### src/rtl/control_unit.sv
// control_unit: microcoded controller for the 8-bit CPU built with memory_system.
// Runs fetch (F0..F2), decode (DEC) and per-opcode execute (E0..E3) sequences
// and emits every datapath strobe.
//
// Ports:
//   clk, rst          - rising-edge clock, asynchronous active-low reset
//   instruction[4:0]  - opcode from IR, sampled only in DEC
//   C, N, P, Z        - registered ALU flags (P is not used by this ISA)
//   ir_sclr, mar_sclr - synchronous clear of IR / MAR (INIT only)
//   enaf              - flag register update enable
//   selop[2:0]        - ALU op; shamt[1:0] is tied to 0
//   bank_wr_en        - register bank write
//   busB_addr[2:0]    - bus B source; busC_addr[2:0] - bus C destination
//   ir_en, mar_en, mdr_en - register load enables
//   wr_rdn            - 1 = memory write, 0 = read
//   mdr_alu_n         - MDR source: 1 = memory, 0 = ALU
//   halted            - high in HALT
//   state[3:0]        - current state (debug)
module control_unit #(
  parameter int DATA_WIDTH = 8
) (
  input  logic       clk,
  input  logic       rst,
  input  logic [4:0] instruction,
  input  logic       C,
  input  logic       N,
  input  logic       P,
  input  logic       Z,
  output logic       ir_sclr,
  output logic       mar_sclr,
  output logic       enaf,
  output logic [2:0] selop,
  output logic [1:0] shamt,
  output logic       bank_wr_en,
  output logic [2:0] busB_addr,
  output logic [2:0] busC_addr,
  output logic       ir_en,
  output logic       mar_en,
  output logic       mdr_en,
  output logic       wr_rdn,
  output logic       mdr_alu_n,
  output logic       halted,
  output logic [3:0] state
);

  typedef enum logic [3:0] {
    S_INIT = 4'd0,
    S_F0   = 4'd1,
    S_F1   = 4'd2,
    S_F2   = 4'd3,
    S_DEC  = 4'd4,
    S_E0   = 4'd5,
    S_E1   = 4'd6,
    S_E2   = 4'd7,
    S_E3   = 4'd8,
    S_HALT = 4'd9
  } state_t;

  localparam logic [2:0] B_PC = 3'b000, B_DPTR = 3'b001, B_A = 3'b011;
  localparam logic [2:0] B_MDR = 3'b110, B_ACC = 3'b111;
  localparam logic [2:0] ALU_INC = 3'b001;

  localparam logic [4:0] OP_MOV_ACC_A = 5'h01, OP_MOV_A_ACC = 5'h02, OP_MOV_DPTR_ACC = 5'h03;
  localparam logic [4:0] OP_LD = 5'h04, OP_ST = 5'h05, OP_LDI = 5'h06, OP_HALT = 5'h1F;

  // Single-cycle execute: register moves and ACC,A ALU ops.
  function automatic logic is_reg(input logic [4:0] op);
    return (op >= 5'h01 && op <= 5'h03) || (op >= 5'h08 && op <= 5'h0C);
  endfunction

  // Three- or four-cycle execute: memory access, immediate load, jumps.
  function automatic logic is_long(input logic [4:0] op);
    return (op >= 5'h04 && op <= 5'h06) || (op >= 5'h10 && op <= 5'h13);
  endfunction

  state_t     state_q, state_d;
  logic [4:0] opcode_q, opcode_d;
  // run_q holds everything quiet for the first edge after reset release, so
  // INIT strobes appear on that edge and F0 follows on the next.
  logic       run_q, run_d;
  logic       jump_taken;
  logic       unused_ok;

  assign unused_ok = P ^ (DATA_WIDTH == 8);
  assign state     = state_q;
  assign shamt     = 2'b00;

  always_ff @(posedge clk or negedge rst) begin
    if (!rst) begin
      state_q  <= S_INIT;
      opcode_q <= 5'h00;
      run_q    <= 1'b0;
    end else begin
      state_q  <= state_d;
      opcode_q <= opcode_d;
      run_q    <= run_d;
    end
  end

  always_comb begin
    state_d  = state_q;
    opcode_d = opcode_q;
    run_d    = 1'b1;
    if (run_q) begin
      case (state_q)
        S_INIT: state_d = S_F0;
        S_F0:   state_d = S_F1;
        S_F1:   state_d = S_F2;
        S_F2:   state_d = S_DEC;
        S_DEC: begin
          opcode_d = instruction;
          if (instruction == OP_HALT)                            state_d = S_HALT;
          else if (is_reg(instruction) || is_long(instruction))  state_d = S_E0;
          else                                                   state_d = S_F0;
        end
        S_E0:   state_d = is_long(opcode_q) ? S_E1 : S_F0;
        S_E1:   state_d = S_E2;
        S_E2:   state_d = (opcode_q == OP_LDI) ? S_E3 : S_F0;
        S_E3:   state_d = S_F0;
        S_HALT: state_d = S_HALT;
        default: state_d = S_INIT;
      endcase
    end
  end

  // Jump condition from opcode[1:0]: JZ, JC, JN, JMP.
  always_comb begin
    case (opcode_q[1:0])
      2'd0:    jump_taken = Z;
      2'd1:    jump_taken = C;
      2'd2:    jump_taken = N;
      default: jump_taken = 1'b1;
    endcase
  end

  always_comb begin
    ir_sclr    = 1'b0;
    mar_sclr   = 1'b0;
    enaf       = 1'b0;
    selop      = 3'b000;
    bank_wr_en = 1'b0;
    busB_addr  = B_PC;
    busC_addr  = B_PC;
    ir_en      = 1'b0;
    mar_en     = 1'b0;
    mdr_en     = 1'b0;
    wr_rdn     = 1'b0;
    mdr_alu_n  = 1'b0;
    halted     = 1'b0;
    if (run_q) begin
      case (state_q)
        S_INIT: begin
          ir_sclr  = 1'b1;
          mar_sclr = 1'b1;
        end
        S_F0: mar_en = 1'b1;
        S_F1: begin
          mdr_en    = 1'b1;
          mdr_alu_n = 1'b1;
        end
        S_F2: begin
          ir_en      = 1'b1;
          selop      = ALU_INC;
          bank_wr_en = 1'b1;
        end
        S_E0: begin
          if (is_reg(opcode_q)) begin
            bank_wr_en = 1'b1;
            case (opcode_q)
              OP_MOV_ACC_A: begin
                busB_addr = B_A;
                busC_addr = B_ACC;
                enaf      = 1'b1;
              end
              OP_MOV_A_ACC: begin
                busB_addr = B_ACC;
                busC_addr = B_A;
              end
              OP_MOV_DPTR_ACC: begin
                busB_addr = B_ACC;
                busC_addr = B_DPTR;
              end
              default: begin
                // 01000..01100 map onto ALU ops 010..110.
                busB_addr = B_A;
                busC_addr = B_ACC;
                selop     = opcode_q[2:0] + 3'd2;
                enaf      = 1'b1;
              end
            endcase
          end else begin
            mar_en    = 1'b1;
            busB_addr = (opcode_q == OP_LD || opcode_q == OP_ST) ? B_DPTR : B_PC;
          end
        end
        S_E1: begin
          mdr_en = 1'b1;
          if (opcode_q == OP_ST) busB_addr = B_ACC;
          else                   mdr_alu_n = 1'b1;
        end
        S_E2: begin
          if (opcode_q == OP_ST) begin
            wr_rdn = 1'b1;
          end else if (opcode_q[4]) begin
            // Not taken: step PC over the address byte.
            bank_wr_en = 1'b1;
            busC_addr  = B_PC;
            if (jump_taken) busB_addr = B_MDR;
            else            selop     = ALU_INC;
          end else begin
            busB_addr  = B_MDR;
            busC_addr  = B_ACC;
            bank_wr_en = 1'b1;
            enaf       = 1'b1;
          end
        end
        S_E3: begin
          selop      = ALU_INC;
          bank_wr_en = 1'b1;
        end
        S_HALT: halted = 1'b1;
        default: ;
      endcase
    end
  end

endmodule

### config.mk
export PLATFORM = sky130hd
export DESIGN_NAME = control_unit
export DESIGN_NICKNAME = d
export VERILOG_FILES = /design/src/rtl/control_unit.sv
export SDC_FILE = /design/constraint.sdc
export NUM_CORES = 1
export LEC_CHECK = 0
export ABC_AREA = 1
export ABC_CLOCK_PERIOD_IN_PS = 2620
export CELL_PAD_IN_SITES_DETAIL_PLACEMENT = 1
export CELL_PAD_IN_SITES_GLOBAL_PLACEMENT = 2
export CORE_MARGIN = 4
export CORE_UTILIZATION = 23
export DETAILED_ROUTE_END_ITERATION = 10
export PLACE_DENSITY = 0.85
export SYNTH_ARGS = -nofsm -noshare
export SYNTH_HDL_FRONTEND = slang
export SYNTH_SLANG_ARGS = --single-unit
### constraint.sdc
create_clock -name clk -period 2.62 [get_ports clk]
set_input_delay 0.655 -clock clk [delete_from_list [all_inputs] [get_ports clk]]
set_output_delay 0.655 -clock clk [all_outputs]
set_load 0.02 [all_outputs]
---- Yosys cells after proc, flatten, opt, wreduce, memory -nomap -nowiden ----
Index checks and enable logic that the tools add are counted.
operators by class
  $add $sub $neg .......................... 1
  order comparisons ....................... 16
  eq/ne operators ......................... 18
  muxes and demuxes ....................... 54
  reduce and logical (&&, ||, !) cells .... 22
operator list
  cell                  count
  $mux W3               16
  $pmux W4 S9           1
  $mux W1               26
  $pmux W3 S3           2
  $eq A4 B3 Y1 const B  4
  $eq A5 B3 Y1 const B  3
  $pmux W3 S2           2
  $eq A5 B2 Y1 const B  2
  $ge A5 B1 Y1 const B  2
  $ge A5 B3 Y1 const B  2
  $ge A5 B4 Y1 const B  2
  $ge A5 B5 Y1 const B  2
  $le A5 B2 Y1 const B  2
  $le A5 B3 Y1 const B  2
  $le A5 B4 Y1 const B  2
  $le A5 B5 Y1 const B  2
  $eq A4 B2 Y1 const B  2
  $eq A4 B4 Y1 const B  2
  $logic_and A1 B1 Y1   8
  $mux W4               2
  $reduce_or A2 Y1      4
  $logic_or A1 B1 Y1    6
  $pmux W1 S2           3
  $pmux W1 S3           2
  10 further kinds      10
storage, ports and cells
  bits in registers ....................... 10
  input port bits ......................... 11
  output and inout port bits .............. 25
  logic and storage cells ................. 114

---- Longest topological paths before layout ----
  word-level depth ........................ 7
  mapped depth ............................ 9
  gate-level depth less buffers ........... 9

---- Least setup slack after synthesis ----
No wires, ideal clock.
  path type ............................... reg-to-output
  from .................................... register opcode_q[2]
  to ...................................... output port busC_addr[2]
  data arrival time ....................... 1,764 ps
  data required time ...................... 1,965 ps
  slack ................................... 201 ps
  cell stages (with the launch flop) ...... 9
  buffers on the path ..................... 1
  path through ............................ dfrtp_1 > inv_1 > ha_1 > nand3_1 > nand4_2 > nand2_2 > nand2_4 > a21oi_1 > buf_4
between the ends
  word-level cells in the longest chain between the ends .. 6
  elaborated cells on any way between the ends .. 15
  classes of those cells .................. order compare: 4; eq/ne: 3; mux: 5; reduce/logical: 3
ends and longest elaborated chain
  element                               line  source
  start: declaration                    77    logic [4:0] opcode_q, opcode_d;
  start signal: assignment              95    opcode_q <= opcode_d;
  $ge A5 B1 Y1 (tied with other cells)  68    return (op >= 5'h01 && op <= 5'h03) || (op >= 5'h08 && op <= 5'h0C);
  $logic_and A1 B1 Y1                   68
  $logic_or A1 B1 Y1                    68
  $mux W3                               167   if (is_reg(opcode_q)) begin
  $pmux W3 S2 (*)                       151   case (state_q)
  $mux W3 (*)                           150   if (run_q) begin
  end: declaration                      36    output logic [2:0] busC_addr,
Mark *: on every way between the ends. The rest lies on a longest branch, timed or not.

---- Worst setup path after layout ----
  from .................................... register opcode_q[1]
  to ...................................... output port enaf
between the ends
  word-level cells in the longest chain between the ends .. 6
  elaborated cells on any way between the ends .. 16
  classes of those cells .................. order compare: 4; eq/ne: 3; mux: 5; reduce/logical: 4
ends and longest elaborated chain
  element                                                         line     source
  $ge A5 B1 Y1 (tied with other cells)                            68
  $logic_and A1 B1 Y1 / $reduce_or A2 Y1 (equally long branches)  n/a
  $logic_or A1 B1 Y1 / $mux W1 (equally long branches)            68, 169
  $mux W1                                                         167
  $pmux W1 S2 (*)                                                 151
  $mux W1 (*)                                                     150
  end: declaration                                                31       output logic enaf,
Marked as above.

==> summary.txt <==
Timing
  – Setup-failing EPs final: 0
  – Max Slew Vio Count: 0
  – Layout Skew: 0.00388 ns
  – Final Critical Period: 2.51 ns
  – RSZ-0062 raised after global routing: true
  – Crit share post-route: 96.0%
  – Worst hold margin: 0.575 ns
  – Fmax: 398 MHz
  – Final hold violation count: 0

Yosys
  – Seq/Total Area, Yosys: 22.4%
  – Syn Inst Count: 175
  – Yosys warns: 0
  – Synth area leader: dfrtp_1
  – EDFF count, synth: 0
  – Synthesized flop and latch total: 10
  – Async set or reset register ratio after synthesis: 100%
  – Synth top area share: 22.4%
  – Synthesized area: 1120 µm²
  – Top_reg_cell synth: dfrtp_1
  – Synth area leaders: dfrtp_1 (22%), nand2_1 (12%), nand3_1 (9.4%)
  – Cell variety after synth: 28
  – Syn_area_per_cell: 6.39 µm²

Clock tree
  – Clock Latency Late Sink: 0.24 ns
  – Root Driver: clkbuf_8
  – Worst-path clk slew: 0.04 ns
  – CTS tree: done
  – Total CTS buffers: 3
  – CTS resizes: 13
  – Clk buf depth: 2
  – Sink Count: 10
  – CTS H-tree depth: 1
  – Buffer count from post-CTS setup fixing: 0
  – Hold buffer count at CTS: 0

Floorplan
  – Die ar.: 6040 µm²
  – Io pins: 36
  – Initial Util: 23.7%
  – Die Y: 77.7 µm
  – Num rows: 25
  – Core area: 4720 µm²
  – Overall die width: 77.7 µm

Route
  – Met3 wire len: 108 µm
  – WL met1: 1.79 mm
  – Uppermost layer routed: met4
  – Routed len/inst: 12.3 µm
  – Iteration-0 DRC Markers: 36
  – First-pass detailed-route iteration total: 3
  – Routed Antenna Nets: 0
  – Met2 Wirelength: 1.54 mm
  – DRC viols: 0
  – Vias post-DR: 1231
  – Avg Vias per Cell: 4.33
  – Total wire length: 3.48 mm

Critical path
  – CP cell instances: inv_2 -> ha_1 -> nand2_1 -> nand4_2 -> nand2_2 -> nand2_4 -> a21oi_1 -> dlygate4sd2_1
  – R2R Path Start: opcode_q[1]
  – WS Path Type: reg -> out
  – R2R cell count: 8
  – Critical Path RT: 1.97 ns
  – CP startpoint kind: register
  – CP max stage cell: dfrtp_1
  – Critical Path Sink Type: primary output
  – Critical path endpoint: enaf
  – Crit Reg-Reg Endpoint: state[0]
  – Setup crit start: opcode_q[1]
  – Peak per-stage delay on the critical path: 0.41 ns
  – Reg2reg setup slack: 1.21 ns
  – Data arrival, critical path: 1.86 ns
  – CP max FO: 6

Layout
  – Antenna fix cells: 0
  – Final Net Count: 233
  – Share of cells above drive strength 1: 27.6%
  – Final core utilization: 33.6%
  – P&R area growth vs syn: 41.7%
  – Commonest non-fill, non-tap cells in the layout: nand2_1 (37), nand3_1 (21), nor2_1 (20)
  – Commonest non-fill, non-tap cell in the layout: nand2_1
  – Fin cells: 284

Pwr
  – Static Leak: 0.814 nW
  – Pwr dens: 863 nW/µm²
  – Pwr Total: 1.37 mW
  – Worst VDD drop: 332 µV

Placed design
  – Buffers added on ports: 32
  – RD Place Congestion: 0.786
  – DP HPWL: 2.89 mm
  – Placed instance count: 281

Global route
  – First-pass GRT wire length: 6.13 mm
  – Grt ovf: 0
  – GRT Util Overall: 12.3%
  – Vias in the first global route: 1304
  – Initial antenna violation count: 0
  – Largest net degree at the start of global routing: 12

Hold path
  – HP Class: reg -> reg

Run
  – Max-cap violations: 0

Run status
  – Status: completed
## layer usage
metal	global-route usage, %	vias up
li1	-	644
met1	17.3	556
met2	19.7	27
met3	1.39	4
met4	3.74	0
met5	0	-
## worst min path at each step
stage	from	to	slack, ns	cells after the start
floorplan	rst	opcode_q[0]	0.36	0
global placement	opcode_q[2]	opcode_q[2]	0.57	2
detailed placement	opcode_q[2]	opcode_q[2]	0.57	2
CTS	opcode_q[2]	opcode_q[2]	0.58	2
global route	state[0]	state[0]	0.64	2
finish	opcode_q[2]	opcode_q[2]	0.57	2
## report_power, final
part / leakage (nW) / switching (mW) / internal [mW]
logic: 0.674 / 0.535 / 0.355
registers: 0.119 / 0.108 / 0.214
clock network: 0.0216 / 0.0561 / 0.100
## flip-flops by register name, indices dropped and copies added (netlist names)
signal    count
run_q         1
state         4
opcode_q      5
## through the flow
stage | instance area (µm²) | worst slack [ns] | TNS (ns)
final | 1590 | 0.105 | 0
after global routing | 1590 | -0.0523 | -0.103
after CTS | 1590 | 0.00801 | 0
after detailed placement | 1570 | -0.229 | -0.636
after global placement | 1570 | -0.230 | -0.633
after floorplan | 1120 | 0.201 | 0
## kinds of logic after synthesis
group / after synthesis / synth area share (%)
AO/OA/AOI/OAI: 22 / 10.9
flip-flops: 10 / 22.4
adder cells (fa/ha/maj): 3 / 3.36
AND/OR/NAND/NOR: 111 / 50.7
other: 2 / 0.671
buffers and inverters: 27 / 12.1
## synth_stat cells (2+ instances only)
cell,count
nor2_4,5
nor3_1,7
nand2_2,8
nand3_1,21
inv_1,9
dfrtp_1,10
o21ai_0,5
o21ai_1,2
nand2_1,37
inv_2,10
a21oi_1,12
buf_4,4
nor2_2,6
conb_1,2
ha_1,3
nor2_1,20
a21oi_2,2
nand4_1,2
## worst max-delay path: cells and delay by family (launching register included)
| kind | cells | cell delay [ns] |
|---|---|---|
| AO/OA/AOI/OAI | 1 | 0.16 |
| adder cells (fa/ha/maj) | 1 | 0.20 |
| buffers and inverters | 2 | 0.43 |
| flip-flops | 1 | 0.41 |
| AND/OR/NAND/NOR | 4 | 0.42 |
## final cells by class
type | instances | area [µm²]
clock buffer | 3 | 41.3
fill | 613 | 3140
inverter | 20 | 76.3
multi-input combinational | 139 | 737
sequential | 10 | 253
tap | 67 | 83.8
timing repair buffer | 45 | 394
No activity file was read; power rests on OpenSTA's default activity.
